===== config.mk =====
export PLATFORM = sky130hd
export DESIGN_NAME = pipe_hazard_ctrl
export DESIGN_NICKNAME = d
export VERILOG_FILES = /design/src/rtl/pipe_ctrl_pkg.sv /design/src/rtl/sat_counter.sv /design/src/rtl/pipe_hazard_ctrl.sv
export SDC_FILE = /design/constraint.sdc
export NUM_CORES = 1
export LEC_CHECK = 0
export ABC_AREA = 1
export CORE_MARGIN = 2
export CORE_UTILIZATION = 30
export DETAILED_ROUTE_END_ITERATION = 12
export SYNTH_ARGS = -nofsm -noshare
export SYNTH_HDL_FRONTEND = slang
export SYNTH_SLANG_ARGS = --single-unit

===== constraint.sdc =====
create_clock -name clk -period 2.35 [get_ports clk]
set_input_delay 0.47 -clock clk [delete_from_list [all_inputs] [get_ports clk]]
set_output_delay 0.47 -clock clk [all_outputs]
set_load 0.02 [all_outputs]

===== src/rtl/pipe_ctrl_pkg.sv =====
// Shared types and constants for the pipeline hazard controller.
package pipe_ctrl_pkg;
  typedef enum logic [1:0] {
    RUN      = 2'd0,
    LU_STALL = 2'd1,
    MEM_WAIT = 2'd2
  } ctrl_state_e;

  localparam logic [4:0] XZR_IDX   = 5'd31;
  localparam int         CNT_W_DEF = 16;
endpackage


===== src/rtl/sat_counter.sv =====
// Saturating up-counter with synchronous active-high clear.
module sat_counter #(
  parameter int W = 16
) (
  input  logic         clk,
  input  logic         reset,
  input  logic         inc,
  output logic [W-1:0] count
);
  always_ff @(posedge clk) begin
    if (reset)                count <= '0;
    else if (inc && !(&count)) count <= count + 1'b1;
  end
endmodule


===== src/rtl/pipe_hazard_ctrl.sv =====
// Stall/flush/bubble control for a 5-stage pipeline, with stage valid
// tracking and stall, flush and retirement counters.
module pipe_hazard_ctrl
  import pipe_ctrl_pkg::*;
#(
  parameter int CNT_W = CNT_W_DEF
) (
  input  logic             clk,
  input  logic             reset,
  input  logic [4:0]       ifid_rn,
  input  logic [4:0]       ifid_rm,
  input  logic             ifid_uses_rm,
  input  logic [4:0]       idex_rd,
  input  logic             idex_memtoreg,
  input  logic             idex_regwrite,
  input  logic             exmem_memaccess,
  input  logic             dmem_ready,
  input  logic             branch_taken,
  output logic             pc_en,
  output logic             ifid_en,
  output logic             idex_en,
  output logic             exmem_en,
  output logic             memwr_en,
  output logic             ifid_flush,
  output logic             idex_bubble,
  output logic [3:0]       stage_valid,
  output logic [CNT_W-1:0] stall_cnt,
  output logic [CNT_W-1:0] flush_cnt,
  output logic [31:0]      retired_cnt
);
  ctrl_state_e state, state_nxt;
  logic load_use, mem_wait;

  // XZR never carries a loaded value, so it cannot create a dependency.
  assign load_use = idex_memtoreg & idex_regwrite & (idex_rd != XZR_IDX) &
                    ((idex_rd == ifid_rn) | (ifid_uses_rm & (idex_rd == ifid_rm)));
  assign mem_wait = exmem_memaccess & ~dmem_ready & stage_valid[2];

  always_comb begin
    pc_en       = 1'b1;
    ifid_en     = 1'b1;
    idex_en     = 1'b1;
    exmem_en    = 1'b1;
    memwr_en    = 1'b1;
    ifid_flush  = 1'b0;
    idex_bubble = 1'b0;
    state_nxt   = RUN;
    if (!reset) begin
      if (mem_wait) begin
        pc_en     = 1'b0;
        ifid_en   = 1'b0;
        idex_en   = 1'b0;
        exmem_en  = 1'b0;
        memwr_en  = 1'b0;
        state_nxt = MEM_WAIT;
      end else begin
        case (state)
          RUN: begin
            if (load_use) begin
              pc_en       = 1'b0;
              ifid_en     = 1'b0;
              idex_bubble = 1'b1;
              state_nxt   = LU_STALL;
            end else begin
              ifid_flush = branch_taken;
            end
          end
          // The branch in ID is re-evaluated once the load result is forwarded.
          LU_STALL: ifid_flush = branch_taken;
          default:  ;
        endcase
      end
    end
  end

  always_ff @(posedge clk) begin
    if (reset) begin
      state       <= RUN;
      stage_valid <= '0;
      retired_cnt <= '0;
    end else begin
      state <= state_nxt;
      if (ifid_en)  stage_valid[0] <= ~ifid_flush;
      if (idex_en)  stage_valid[1] <= stage_valid[0] & ~idex_bubble;
      if (exmem_en) stage_valid[2] <= stage_valid[1];
      if (memwr_en) stage_valid[3] <= stage_valid[2];
      if (stage_valid[3] & memwr_en) retired_cnt <= retired_cnt + 32'd1;
    end
  end

  sat_counter #(.W(CNT_W)) u_stall_cnt (
    .clk(clk), .reset(reset), .inc(~pc_en), .count(stall_cnt)
  );

  sat_counter #(.W(CNT_W)) u_flush_cnt (
    .clk(clk), .reset(reset), .inc(ifid_flush), .count(flush_cnt)
  );
endmodule


Word-level counts from Yosys, hierarchy flattened
Cells that the tools add are included.

word-level totals
  logic and storage cells = 53
  register bits = 70
  bits of input ports = 23

cells by class
  muxes and demuxes = 17
  equality and inequality tests = 4
  add/sub/neg operators = 3
  reductions and logical operators = 8
  bitwise gates (word level) = 14

operators by type and width
  kind                                                              number
  16-bit by 1-bit adder with 16-bit output (second input constant)  2
  32-bit by 1-bit adder with 32-bit output (second input constant)  1
  16-bit AND reduction                                              2
  1-bit 2-to-1 mux                                                  15
  5-bit == test                                                     2
  1-bit AND                                                         8
  5-bit != test (second input constant)                             1
  1-bit inverter                                                    5
  3-bit OR reduction                                                1
  2-bit by 1-bit == test with 1-bit output (second input constant)  1
  1-bit logical AND                                                 2
  1-bit logical NOT                                                 2
  2-bit logical NOT                                                 1
  2-bit 2-to-1 mux                                                  1
  1-bit one-hot mux with 2 select lines                             1
  1-bit OR                                                          1

Logic depth before layout (Yosys ltp)
  word-level depth = 10
  depth in mapped cells = 12

Cells and area by module
From an unflattened synthesis, not the netlist that was laid out.

unflattened totals
  cell total of the unflattened synthesis = 709
  area, all modules = 4,438.0 um^2

modules (own cells, without submodules)
  module            cells each  instances  sequential area each (um^2)  area each (um^2)
  pipe_hazard_ctrl  417         1          760.7                        2,481.1
  sat_counter       146         2          320.3                        978.4

Least setup slack after synthesis
Ideal clock, no wire load.

  kind = input to output
  from = input port dmem_ready
  to = output port pc_en
  cell stages on the path = 8
  slack = 0.341 ns
  arrival time = 1.539 ns
  required time = 1.880 ns
  cell sequence = inv_1 > nand3_1 > nor2_2 > inv_2 > nand2_1 > buf_4 > inv_1 > buf_4

on the way
  word-level cells in the longest chain between the ends = 5

RTL lines
  element                         RTL line                text
  start, declared                 pipe_hazard_ctrl.sv:17  input logic dmem_ready,
  1-bit inverter                  pipe_hazard_ctrl.sv:37  assign mem_wait = exmem_memaccess & ~dmem_ready & stage_valid[2];
  1-bit AND (2 in series)         pipe_hazard_ctrl.sv:37
  1-bit 2-to-1 mux (2 in series)  n/a
  end, declared                   pipe_hazard_ctrl.sv:19  output logic pc_en,

No other way between the ends.

Final worst setup path
  from = input port ifid_rm[4]
  to = output port ifid_en

on the way
  word-level cells in the longest chain between the ends = 8

RTL lines
  element           RTL line                text
  start, declared   pipe_hazard_ctrl.sv:11  input logic [4:0] ifid_rm,
  5-bit == test     pipe_hazard_ctrl.sv:36  ((idex_rd == ifid_rn) | (ifid_uses_rm & (idex_rd == ifid_rm)));
  1-bit AND         pipe_hazard_ctrl.sv:36
  1-bit OR          pipe_hazard_ctrl.sv:36
  1-bit AND         pipe_hazard_ctrl.sv:35  assign load_use = idex_memtoreg & idex_regwrite & (idex_rd != XZR_IDX) &
  1-bit 2-to-1 mux  pipe_hazard_ctrl.sv:59  if (load_use) begin
  1-bit 2-to-1 mux  pipe_hazard_ctrl.sv:57  case (state)
  1-bit 2-to-1 mux  pipe_hazard_ctrl.sv:49  if (mem_wait) begin
  1-bit 2-to-1 mux  pipe_hazard_ctrl.sv:48  if (!reset) begin
  end, declared     pipe_hazard_ctrl.sv:20  output logic ifid_en,

No other way between the ends.

==> flow_summary.json <==
{
  "cts_buffers": 9,
  "highest_layer": "met4",
  "ys_types": 38,
  "core_um2": 13700,
  "syn_nets": 655,
  "ioPinCount": 98,
  "portBuffers": 97,
  "insertion_delay_ps": 340,
  "reg2reg_depth": 9,
  "dr_wl_met3_um": 635,
  "start_util_pct": 30.4,
  "drt-total-wl_mm": 11.8,
  "grt_pass1_wl_mm": 19.8,
  "fmax_mhz": 447,
  "final_common_cell": "nand2_1",
  "wire_per_inst_um": 12.7,
  "drive_above_1_share_pct": 12.6,
  "met2_length_mm": 5.50,
  "crit_path_end_kind": "output port",
  "cts_sinks": 70,
  "synth_area_leaders": "dfxtp_1 34%, nand2_1 15%, nand3_1 8.2%, nor2_1 6.7%, inv_1 5.5%",
  "rows": 43,
  "synth_edf_count": 0,
  "avgSynthCellArea_um2": 6.63,
  "grt_pass1_vias": 4067,
  "finalSetupViolations": 0,
  "slew_violations": 0,
  "dp_hpwl_mm": 8.76,
  "crit_path_max_incr_delay_ps": 470,
  "p_per_area_nw_per_um2": 458,
  "synth_area_um2": 4170,
  "fin_crit_ps": 2240,
  "arrival_ps": 1770,
  "final_nets": 775,
  "critPathLaunch": "ifid_rm[4]",
  "path_clk_slew_ps": 50,
  "synth.top_cell.area_share_pct": 33.6,
  "postLayoutCoreUtil_pct": 42.1,
  "cts_hold_buf": 0,
  "antenna_found_initial": 1,
  "status": "completed",
  "dr_total_vias": 4279,
  "cts_tree": "yes",
  "async_reset_ff_share_pct": 0,
  "setup_tns_ps": 0,
  "seq_area_um2": 1400,
  "cp_max_fo": 4,
  "worstReg2RegStart": "u_flush_cnt.count[1]",
  "grt_overflow": 0,
  "fp.dieH_um": 122,
  "yosysTopAreaCell": "dfxtp_1",
  "cts.htree.levels": 3,
  "place_congestion": 0.841,
  "multi_input_area_um2": 2430,
  "grt.total_usage_pct": 16.9,
  "max_slew_margin_pct": 60.4,
  "fin_area_um2": 5770,
  "drtPass1Iterations": 5,
  "fin_skew_ps": 3.50,
  "drtAntennaViolNets": 0,
  "die_area_um2": 14900,
  "cts-root-buf": "clkbuf_16",
  "critical_path_class": "in -> out",
  "cp_slowest_cell": "clkdlybuf4s50_1",
  "hold_depth": 3,
  "finalHoldViolCount": 0,
  "p_leak_nw": 2.19,
  "min_path_type": "in -> reg",
  "synthToLayoutAreaGrowth_pct": 38.4,
  "drt-met1-wl_mm": 5.46,
  "cts.path.max_buffers": 2,
  "fill_cells": 1486,
  "maxCapViolations": 0,
  "synth_ff_type": "dfxtp_1",
  "ys_ff_latch": 70,
  "grt_setup_unrepaired": "false",
  "dpl_cell_area_um2": 5460,
  "post-place-cells": 915,
  "required_ps": 1880,
  "drtIter0Drc": 228,
  "post-route-period-util_pct": 95.2,
  "p_total_mw": 2.64,
  "synth_warnings": 0,
  "drc": 0,
  "layout.cells.most_common_list": "161 x nand2_1, 78 x clkdlybuf4s50_1, 73 x nor2_1",
  "hp-start": "reset",
  "path_cells": "clkdlybuf4s50_1 > inv_1 > nand2_1 > nand2_1 > nor2_2 > nand3_2 > nand2_4 > nand3_2 > nand2_2 > inv_2 > buf_6",
  "tightest_slew_ps": 595,
  "start_kind": "primary input",
  "layout.cells.non_filler": 935,
  "synthesis.instances": 629,
  "ir_drop_mv": 0.334,
  "grt_max_degree": 47,
  "ys_seq_area_share_pct": 33.6,
  "via_per_inst": 4.58,
  "die_w_um": 122
}
[cell families after synthesis]
logic type,after synthesis,synth area share [%]
simple gates,358,39.1
buf+inv,89,8.97
compound gates,74,10.1
flops,70,33.6
xor+xnor,35,7.35
fa+ha+maj,3,0.900
[layout make-up]
class / instances / share of cell area, %
Timing Repair Buffer: 128 / 20.6
Antenna cell: 1 / 0.0433
Clock buffer: 15 / 4.46
Multi-Input combinational cell: 470 / 42.1
Inverter: 70 / 4.55
Sequential cell: 70 / 24.3
Clock inverter: 1 / 0.0867
Tap cell: 180 / 3.90
[routing by layer]
layer / vias to the layer above / GRT usage (%)
met5: - / 0
met4: 0 / 7.11
met3: 16 / 4.17
met2: 69 / 27.3
met1: 1935 / 21.6
li1: 2259 / -
[timing repair]
item                                    4_1_cts  5_1_grt
buffers inserted                              3        1
endpoints found under the setup margin        7       21
pin swaps                                     3        9
resized for setup                            32       19
[sequential cells by signal, summed over array words and instances, names as in the netlist]
name / cells
retired_cnt: 32
u_stall_cnt.count: 16
state: 2
u_flush_cnt.count: 16
stage_valid: 4
[stage by stage]
stage	hold WS (ps)	setup WS (ps)
2_1_floorplan	527	341
4_1_cts	453	13.2
6_report	463	113
3_5_place_dp	466	-490
5_1_grt	482	2.01
3_3_place_gp	454	-469
[power by group]
group / total (mW) / switching [mW] / internal [mW]
Clock: 1.26 / 0.513 / 0.744
Combinational: 0.187 / 0.105 / 0.0822
Sequential: 1.20 / 0.00596 / 1.19
Total: 2.64 / 0.624 / 2.02
[cells in the mapped netlist, types with 3 or more instances]
library cell and n:
nand3b_1 5, inv_1 61, nor2_1 75, ha_1 3, nand2_1 162, clkbuf_1 8
o21ai_1 4, a21oi_2 9, inv_2 9, buf_4 6, nand2_2 4, nand3_1 68
a21oi_1 45, nor3_2 4, xnor2_1 14, dfxtp_1 70, nor3_1 16, xor2_1 21
nor2_2 4, nand4_1 9, o21ai_0 10
[path summary, 6_finish.rpt]
kind / slack [ps] / endpoint
worst max-delay path: 110 / ifid_en
worst min-delay path: 460 / state[1]
worst max register to register: 470 / u_flush_cnt.count[11]
worst min register to register: 470 / stage_valid[2]
[worst max-delay path: cells and delay by family]
family,cells,cell delay [ps]
buffers and inverters,4,710
and+or+nand+nor,7,580
Note: power is estimated with default switching activity, not from simulation.
